<file path="src/rtl/programm_lader.sv">
// ---------------------------------------------------------------------------
// programm_lader
//   Boot loader: reads a length-prefixed program image from the SD card
//   reader and writes it word by word into CPU RAM. The CPU is released
//   from reset only after a complete, successful load.
//
//   Image layout on SD: word QUELL_BASIS holds N (length in words), words
//   QUELL_BASIS+1 .. QUELL_BASIS+N hold the program. They are written to
//   RAM addresses ZIEL_BASIS .. ZIEL_BASIS+N-1.
//
// Ports
//   Clock         in   system clock
//   Reset         in   asynchronous, active-high reset
//   Start         in   one-cycle pulse; (re)starts a load from IDLE/FERTIG/FEHLER
//   SDBusy        in   SD reader busy
//   SDDaten       in   SD read data, valid in the first non-busy cycle
//   SDLesen       out  one-cycle SD read request
//   SDAdresse     out  SD word address, stable through the request
//   RAMSchreiben  out  one-cycle RAM write enable
//   RAMAdresse    out  RAM write address
//   RAMDaten      out  RAM write data
//   CPUReset      out  holds the CPU in reset
//   Fertig        out  load finished successfully
//   Fehler        out  0 = none, 1 = SD timeout, 2 = image too large
//   GeladeneWorte out  number of words written so far
// ---------------------------------------------------------------------------
module programm_lader #(
    parameter int DATEN_BREITE   = 32,
    parameter int SD_ADR_BREITE  = 32,
    parameter int RAM_ADR_BREITE = 16,
    parameter int QUELL_BASIS    = 0,
    parameter int ZIEL_BASIS     = 0,
    parameter int RAM_WORTE      = 1024,
    parameter int TIMEOUT        = 65535,
    parameter bit AUTOSTART      = 1'b1
) (
    input  logic                      Clock,
    input  logic                      Reset,
    input  logic                      Start,
    input  logic                      SDBusy,
    input  logic [DATEN_BREITE-1:0]   SDDaten,
    output logic                      SDLesen,
    output logic [SD_ADR_BREITE-1:0]  SDAdresse,
    output logic                      RAMSchreiben,
    output logic [RAM_ADR_BREITE-1:0] RAMAdresse,
    output logic [DATEN_BREITE-1:0]   RAMDaten,
    output logic                      CPUReset,
    output logic                      Fertig,
    output logic [1:0]                Fehler,
    output logic [RAM_ADR_BREITE:0]   GeladeneWorte
);

    // The timer counts 0 .. TIMEOUT-1 inside one waiting state.
    localparam int                TW          = (TIMEOUT > 1) ? $clog2(TIMEOUT) : 1;
    localparam logic [TW-1:0]     TIMER_MAX   = TW'(TIMEOUT - 1);
    // Largest image that fits between ZIEL_BASIS and the end of RAM.
    localparam longint unsigned   PLATZ       = longint'(RAM_WORTE - ZIEL_BASIS);

    // *_ANF issues the one-cycle request, *_WARTEN waits for busy to rise and fall.
    typedef enum logic [3:0] {
        S_IDLE,
        S_INIT_WARTEN,
        S_KOPF_ANF,
        S_KOPF_WARTEN,
        S_DATEN_ANF,
        S_DATEN_WARTEN,
        S_SCHREIBEN,
        S_FERTIG,
        S_FEHLER
    } zustand_t;

    zustand_t                  r_zustand;
    zustand_t                  w_naechster;
    logic [TW-1:0]             r_timer;
    logic                      r_busy_gesehen;
    logic [SD_ADR_BREITE-1:0]  r_sd_adresse;
    logic [RAM_ADR_BREITE-1:0] r_ram_adresse;
    logic [DATEN_BREITE-1:0]   r_ram_daten;
    logic [RAM_ADR_BREITE:0]   r_geladen;
    logic [RAM_ADR_BREITE:0]   r_n;
    logic [RAM_ADR_BREITE:0]   w_geladen_neu;
    logic [1:0]                r_fehler;
    logic [1:0]                w_fehler_code;
    logic                      w_sd_fertig;
    logic                      w_timeout;
    logic                      w_n_null;
    logic                      w_n_zu_gross;
    logic                      w_start_ladung;

    // A read completes on the first idle cycle after busy was seen high.
    assign w_sd_fertig    = r_busy_gesehen && !SDBusy;
    assign w_timeout      = (r_timer == TIMER_MAX);
    assign w_n_null       = (SDDaten == '0);
    assign w_n_zu_gross   = (64'(SDDaten) > PLATZ);
    assign w_geladen_neu  = r_geladen + 1'b1;
    assign w_start_ladung = (w_naechster == S_INIT_WARTEN) && (r_zustand != S_INIT_WARTEN);
    // Only a completed header read can lead to the size error.
    assign w_fehler_code  = ((r_zustand == S_KOPF_WARTEN) && w_sd_fertig) ? 2'd2 : 2'd1;

    // NOTE: state is updated with non-blocking assignments only, so every
    // register samples the values from before the edge regardless of order.
    always_ff @(posedge Clock or posedge Reset) begin
        if (Reset) r_zustand <= S_IDLE;
        else       r_zustand <= w_naechster;
    end

    // NOTE: the default assignment first keeps this block free of latches
    // on every path through the case statement.
    always_comb begin
        w_naechster = r_zustand;
        unique case (r_zustand)
            S_IDLE:         if (AUTOSTART || Start) w_naechster = S_INIT_WARTEN;
            S_INIT_WARTEN:  if (!SDBusy)            w_naechster = S_KOPF_ANF;
                            else if (w_timeout)     w_naechster = S_FEHLER;
            S_KOPF_ANF:     if (!SDBusy)            w_naechster = S_KOPF_WARTEN;
                            else if (w_timeout)     w_naechster = S_FEHLER;
            S_KOPF_WARTEN: begin
                if (w_sd_fertig) begin
                    if (w_n_null)          w_naechster = S_FERTIG;
                    else if (w_n_zu_gross) w_naechster = S_FEHLER;
                    else                   w_naechster = S_DATEN_ANF;
                end else if (w_timeout) begin
                    w_naechster = S_FEHLER;
                end
            end
            S_DATEN_ANF:    if (!SDBusy)            w_naechster = S_DATEN_WARTEN;
                            else if (w_timeout)     w_naechster = S_FEHLER;
            S_DATEN_WARTEN: if (w_sd_fertig)        w_naechster = S_SCHREIBEN;
                            else if (w_timeout)     w_naechster = S_FEHLER;
            S_SCHREIBEN:    w_naechster = (w_geladen_neu == r_n) ? S_FERTIG : S_DATEN_ANF;
            S_FERTIG,
            S_FEHLER:       if (Start)              w_naechster = S_INIT_WARTEN;
            default:        w_naechster = S_IDLE;
        endcase
    end

    always_ff @(posedge Clock or posedge Reset) begin
        if (Reset) begin
            r_timer        <= '0;
            r_busy_gesehen <= 1'b0;
            r_sd_adresse   <= '0;
            r_ram_adresse  <= '0;
            r_ram_daten    <= '0;
            r_geladen      <= '0;
            r_n            <= '0;
            r_fehler       <= 2'd0;
        end else begin
            // Every state change restarts the wait budget, so each request
            // and the init wait get their own TIMEOUT cycles.
            r_timer <= (w_naechster != r_zustand) ? '0 : r_timer + 1'b1;

            if (w_start_ladung) begin
                r_geladen <= '0;
                r_fehler  <= 2'd0;
            end
            if ((w_naechster == S_FEHLER) && (r_zustand != S_FEHLER))
                r_fehler <= w_fehler_code;

            case (r_zustand)
                S_INIT_WARTEN:
                    if (!SDBusy) r_sd_adresse <= SD_ADR_BREITE'(QUELL_BASIS);
                S_KOPF_ANF, S_DATEN_ANF:
                    r_busy_gesehen <= 1'b0;
                S_KOPF_WARTEN: begin
                    if (SDBusy) r_busy_gesehen <= 1'b1;
                    if (w_sd_fertig) r_n <= (RAM_ADR_BREITE+1)'(SDDaten);
                    if (w_sd_fertig && (w_naechster == S_DATEN_ANF)) begin
                        r_sd_adresse  <= SD_ADR_BREITE'(QUELL_BASIS + 1);
                        r_ram_adresse <= RAM_ADR_BREITE'(ZIEL_BASIS);
                    end
                end
                S_DATEN_WARTEN: begin
                    if (SDBusy)      r_busy_gesehen <= 1'b1;
                    if (w_sd_fertig) r_ram_daten    <= SDDaten;
                end
                S_SCHREIBEN: begin
                    r_geladen     <= w_geladen_neu;
                    r_ram_adresse <= r_ram_adresse + 1'b1;
                    r_sd_adresse  <= r_sd_adresse + 1'b1;
                end
                default: ;
            endcase
        end
    end

    // Strobes are decoded from the state, so a reset removes them at once.
    assign SDLesen       = ((r_zustand == S_KOPF_ANF) || (r_zustand == S_DATEN_ANF)) && !SDBusy;
    assign RAMSchreiben  = (r_zustand == S_SCHREIBEN);
    assign Fertig        = (r_zustand == S_FERTIG);
    assign CPUReset      = (r_zustand != S_FERTIG);
    assign SDAdresse     = r_sd_adresse;
    assign RAMAdresse    = r_ram_adresse;
    assign RAMDaten      = r_ram_daten;
    assign Fehler        = r_fehler;
    assign GeladeneWorte = r_geladen;

endmodule

</file>
<file path="config.mk">
export PLATFORM = sky130hd
export DESIGN_NAME = programm_lader
export DESIGN_NICKNAME = d
export VERILOG_FILES = /design/src/rtl/programm_lader.sv
export SDC_FILE = /design/constraint.sdc
export NUM_CORES = 1
export LEC_CHECK = 0
export BUFFER_PORTS_ARGS = -buffer_cell sky130_fd_sc_hd__buf_2
export CAP_MARGIN = 20
export CELL_PAD_IN_SITES_DETAIL_PLACEMENT = 1
export CELL_PAD_IN_SITES_GLOBAL_PLACEMENT = 2
export CORE_UTILIZATION = 31
export DETAILED_ROUTE_END_ITERATION = 8
export GPL_TIMING_DRIVEN = 0
export MAX_ROUTING_LAYER = met4
export PLACE_DENSITY = 0.76
export RECOVER_POWER = 100
export SYNTH_ARGS = -nofsm -noshare
export SYNTH_HDL_FRONTEND = slang
export SYNTH_SLANG_ARGS = --single-unit
</file>
<file path="constraint.sdc">
create_clock -name Clock -period 4 [get_ports Clock]
set_input_delay 0.2 -clock Clock [delete_from_list [all_inputs] [get_ports Clock]]
set_output_delay 0.2 -clock Clock [all_outputs]
set_load 0.05 [all_outputs]
</file>
==> metrics <==
YS warnings 0; Pleak between 0.003 and 0.004 µW; worst skew pair latency approximately 0.43 ns; Worst-Margin Slew approximately 2.3 ns; clk buf depth 2; GPL Wtd Cong around 0.81; failing checks max-capacitance violations, max-slew violations; post-synthesis cell type count a little under 70; port bufs around 140; routed length per instance between 15 and 20 µm; post-layout min period 3.70 ns; HPWL Detailed 17600 µm; cell family with most CP delay buffers and inverters; post-route insts no fill approximately 1300; antenna cells 0; All-Layer GR Usage 21.4%; DRC viols 0; Pint approximately 3500 µW; total core area roughly 24000 µm²; RSZ-0062 raised after global routing false; run status complete, but fails checks; Post-Syn Area between 7000 and 8000 µm²; Post-synth top cells 137 x dfrtp_1, 126 x nand2_1, 60 x nand3_1, 59 x nor2_1, 59 x o21ai_0; mean post-synth cell area ~9 µm²; Final ANT Viol Nets 0; Pre-antenna DRT Iters 4; Final Setup Violations 0; Final period util just over 90%; Synth area leaders dfrtp_1 46%, nand2_1 6.3%, mux2_2 5.0%; global route total overflow 0; via count roughly 7100; crit start category register; Critical Path Fanout Max 10; DRT Wirelength about 25000 µm; switching pwr 3380 µW; Area Overhead vs Synth 22.2%; first-pass GRT wire length between 30000 and 40000 µm; fraction of layout cells with a size suffix above 1 13.0%; Post-synth EDFFs 0; Placed Cells incl. Taps roughly 1300; row cnt 56; crit-path cells clkbuf_1, buf_2, nand3_1, inv_2, clkbuf_1, clkbuf_1, clkbuf_2; peak supply drop approximately 0.50 mV; vias in the first global route slightly above 7000; final net count 1044; Chip Height ~160 µm; Pwr Density around 750 nW/µm²; post-synth top area share a little under half; Comb power frac between 40% and 50%; sequential-to-total area share from yosys stat a little under half; Core Util, Final between 30% and 40%; CP Capture Type output pin; most used cell, CP clkbuf_1; area leader, netlist dfrtp_1; post-synthesis register bit count ~140; count leader, synth dfrtp_1; fillers 2870; clock share of power 24.1%; Reg power frac a little under a third; Worst path max stage delay 0.60 ns; Num CTS Buffers 17; DRT iter0 DRCs 291; Worst Path Arrival 3.50 ns; synthesized net count 874; DIE AREA 24800 µm²; max_slew headroom -55.2%; CTS tree yes; clock root buffer clkbuf_16; largest net degree at the start of global routing 90; Initial Util about a third; DR vias/cell roughly 5.3; antenna violations before repair 0; Die Span X around 160 µm; number of max-cap violations 1; skew final 0.00816 ns; Switching Fraction 49.3%; IO Pins around 140; CP max-delay cell clkbuf_1; Required @ worst endpoint 3.80 ns; count of final hold-check violations 0; ys flop type dfrtp_1; CTS H-tree depth 4; Total Power ~7000 µW; Post-Syn Instances ~830; fin. max-slew vios 50; post-CTS setup buffer count 0; Crit path buffers/inverters 6; clock slew at reported path FFs ~0.06 ns; clock tree sinks ~140; Max Fclk ~270 MHz; FFs w/ async S/R, synth between 90% and 100%; Setup CP Type reg -> out; HP Class in -> reg
[path summary, 6_finish.rpt]
check	from	endpoint	slack, ns	depth (start not counted)
min reg2reg	SDAdresse[31]$_DFFE_PP0P_	SDAdresse[31]$_DFFE_PP0P_	0.49	1
min in group asynchronous	Reset	r_timer[6]$_DFF_PP0_	0.93	3
max in group asynchronous	Reset	SDAdresse[6]$_DFFE_PP0P_	0.82	4
min	SDDaten[5]	r_n[5]$_DFFE_PP0P_	0.01	3
max reg2reg	r_zustand[1]$_DFF_PP0_	r_timer[13]$_DFF_PP0_	0.34	11
max	r_zustand[1]$_DFF_PP0_	RAMSchreiben	0.30	7
[metrics by stage]
step	setup slack, ns	TNS [ns]	cell area (µm²)	hold slack [ns]
4_1_cts	0.381	0	9320	0.000161
3_5_place_dp	0.383	0	8610	0.281
6_report	0.301	0	9160	0.0145
5_1_grt	0.0167	0	9160	0.0166
3_3_place_gp	-2.05	-278.31	8580	0.429
2_1_floorplan	0.132	0	7490	0.305
[what timing repair did]
item | in CTS | in global routing
hold buffers | 11 | 0
resized for setup | 0 | 0
endpoints found under the hold margin | 58 | 0
[sequential cells by signal, indices dropped and copies added, names as in the netlist]
name            count
GeladeneWorte      17
r_timer            16
Fehler              2
r_n                17
SDAdresse          32
r_zustand           4
RAMAdresse         16
r_busy_gesehen      1
RAMDaten           32
[cells in the final DEF, fill, tap and decap left out, types with 7 or more instances in the layout]
master,synthesis,final
dfrtp_1,137,137
clkbuf_1,28,135
nand2_1,126,126
o21ai_0,59,62
nor2_1,59,60
nand3_1,60,60
buf_2,12,44
mux2_2,33,33
nand4_1,25,25
xnor2_1,25,25
a21oi_1,25,25
o211ai_1,20,20
nor4_1,17,17
nor3_1,17,17
xor2_1,17,17
clkbuf_16,0,17
inv_1,17,16
or3_1,16,16
o31ai_1,14,14
a31oi_1,12,13
and3_1,12,12
dlygate4sd3_1,0,11
and4_1,7,7
[area by class of cell]
type / count / area (µm²) / share of cell area, %
sequential: 137 / 3430 / 37.4
inverter: 18 / 68.8 / 0.752
clock buffer: 18 / 439 / 4.80
timing repair buffer: 151 / 686 / 7.49
buffer: 46 / 191 / 2.09
tap: 319 / 399 / 4.36
clock inverter: 14 / 161 / 1.76
multi-input combinational: 632 / 3780 / 41.3
[logic make-up after synthesis]
| family | synth area share (%) |
|---|---|
| and+or+nand+nor | 24.7 |
| AOI/OAI and AO/OA | 15.1 |
| DFF | 45.8 |
| xor gates and xnor gates | 4.91 |
| adders and majority gates | 0.835 |
| buffers and inverters | 3.51 |
| muxes | 5.24 |
[power by group through the flow]
stage	sequential, µW	combinational [µW]	clock, µW
after floorplan	3170	1260	0
after global placement	2120	3150	0
after detailed placement	2140	3190	0
after CTS	2120	3210	1690
after global routing	2190	3330	1740
final	2120	3070	1650
[routing by layer]
layer / up-vias / GRT usage, % / share of wire [%]
met2: 149 / 33.1 / 46
met4: 0 / 6.33 / 1.5
met1: 3532 / 28.1 / 48
met3: 20 / 4.38 / 4.8
li1: 3367 / - / -
met5: - / - / 0
[worst reg2reg max path: stages (launching register included)]
cell and delay, ns:
dfrtp_1 0.45, clkbuf_1 0.43, buf_2 0.31, nand3_1 0.14, inv_2 0.23, nand4_1 0.12
nor4_1 0.39, nand4_1 0.26, o21ai_2 0.48, o22a_1 0.37, clkbuf_2 0.30, nor2_1 0.08
No activity file was read; power rests on OpenSTA's default activity.
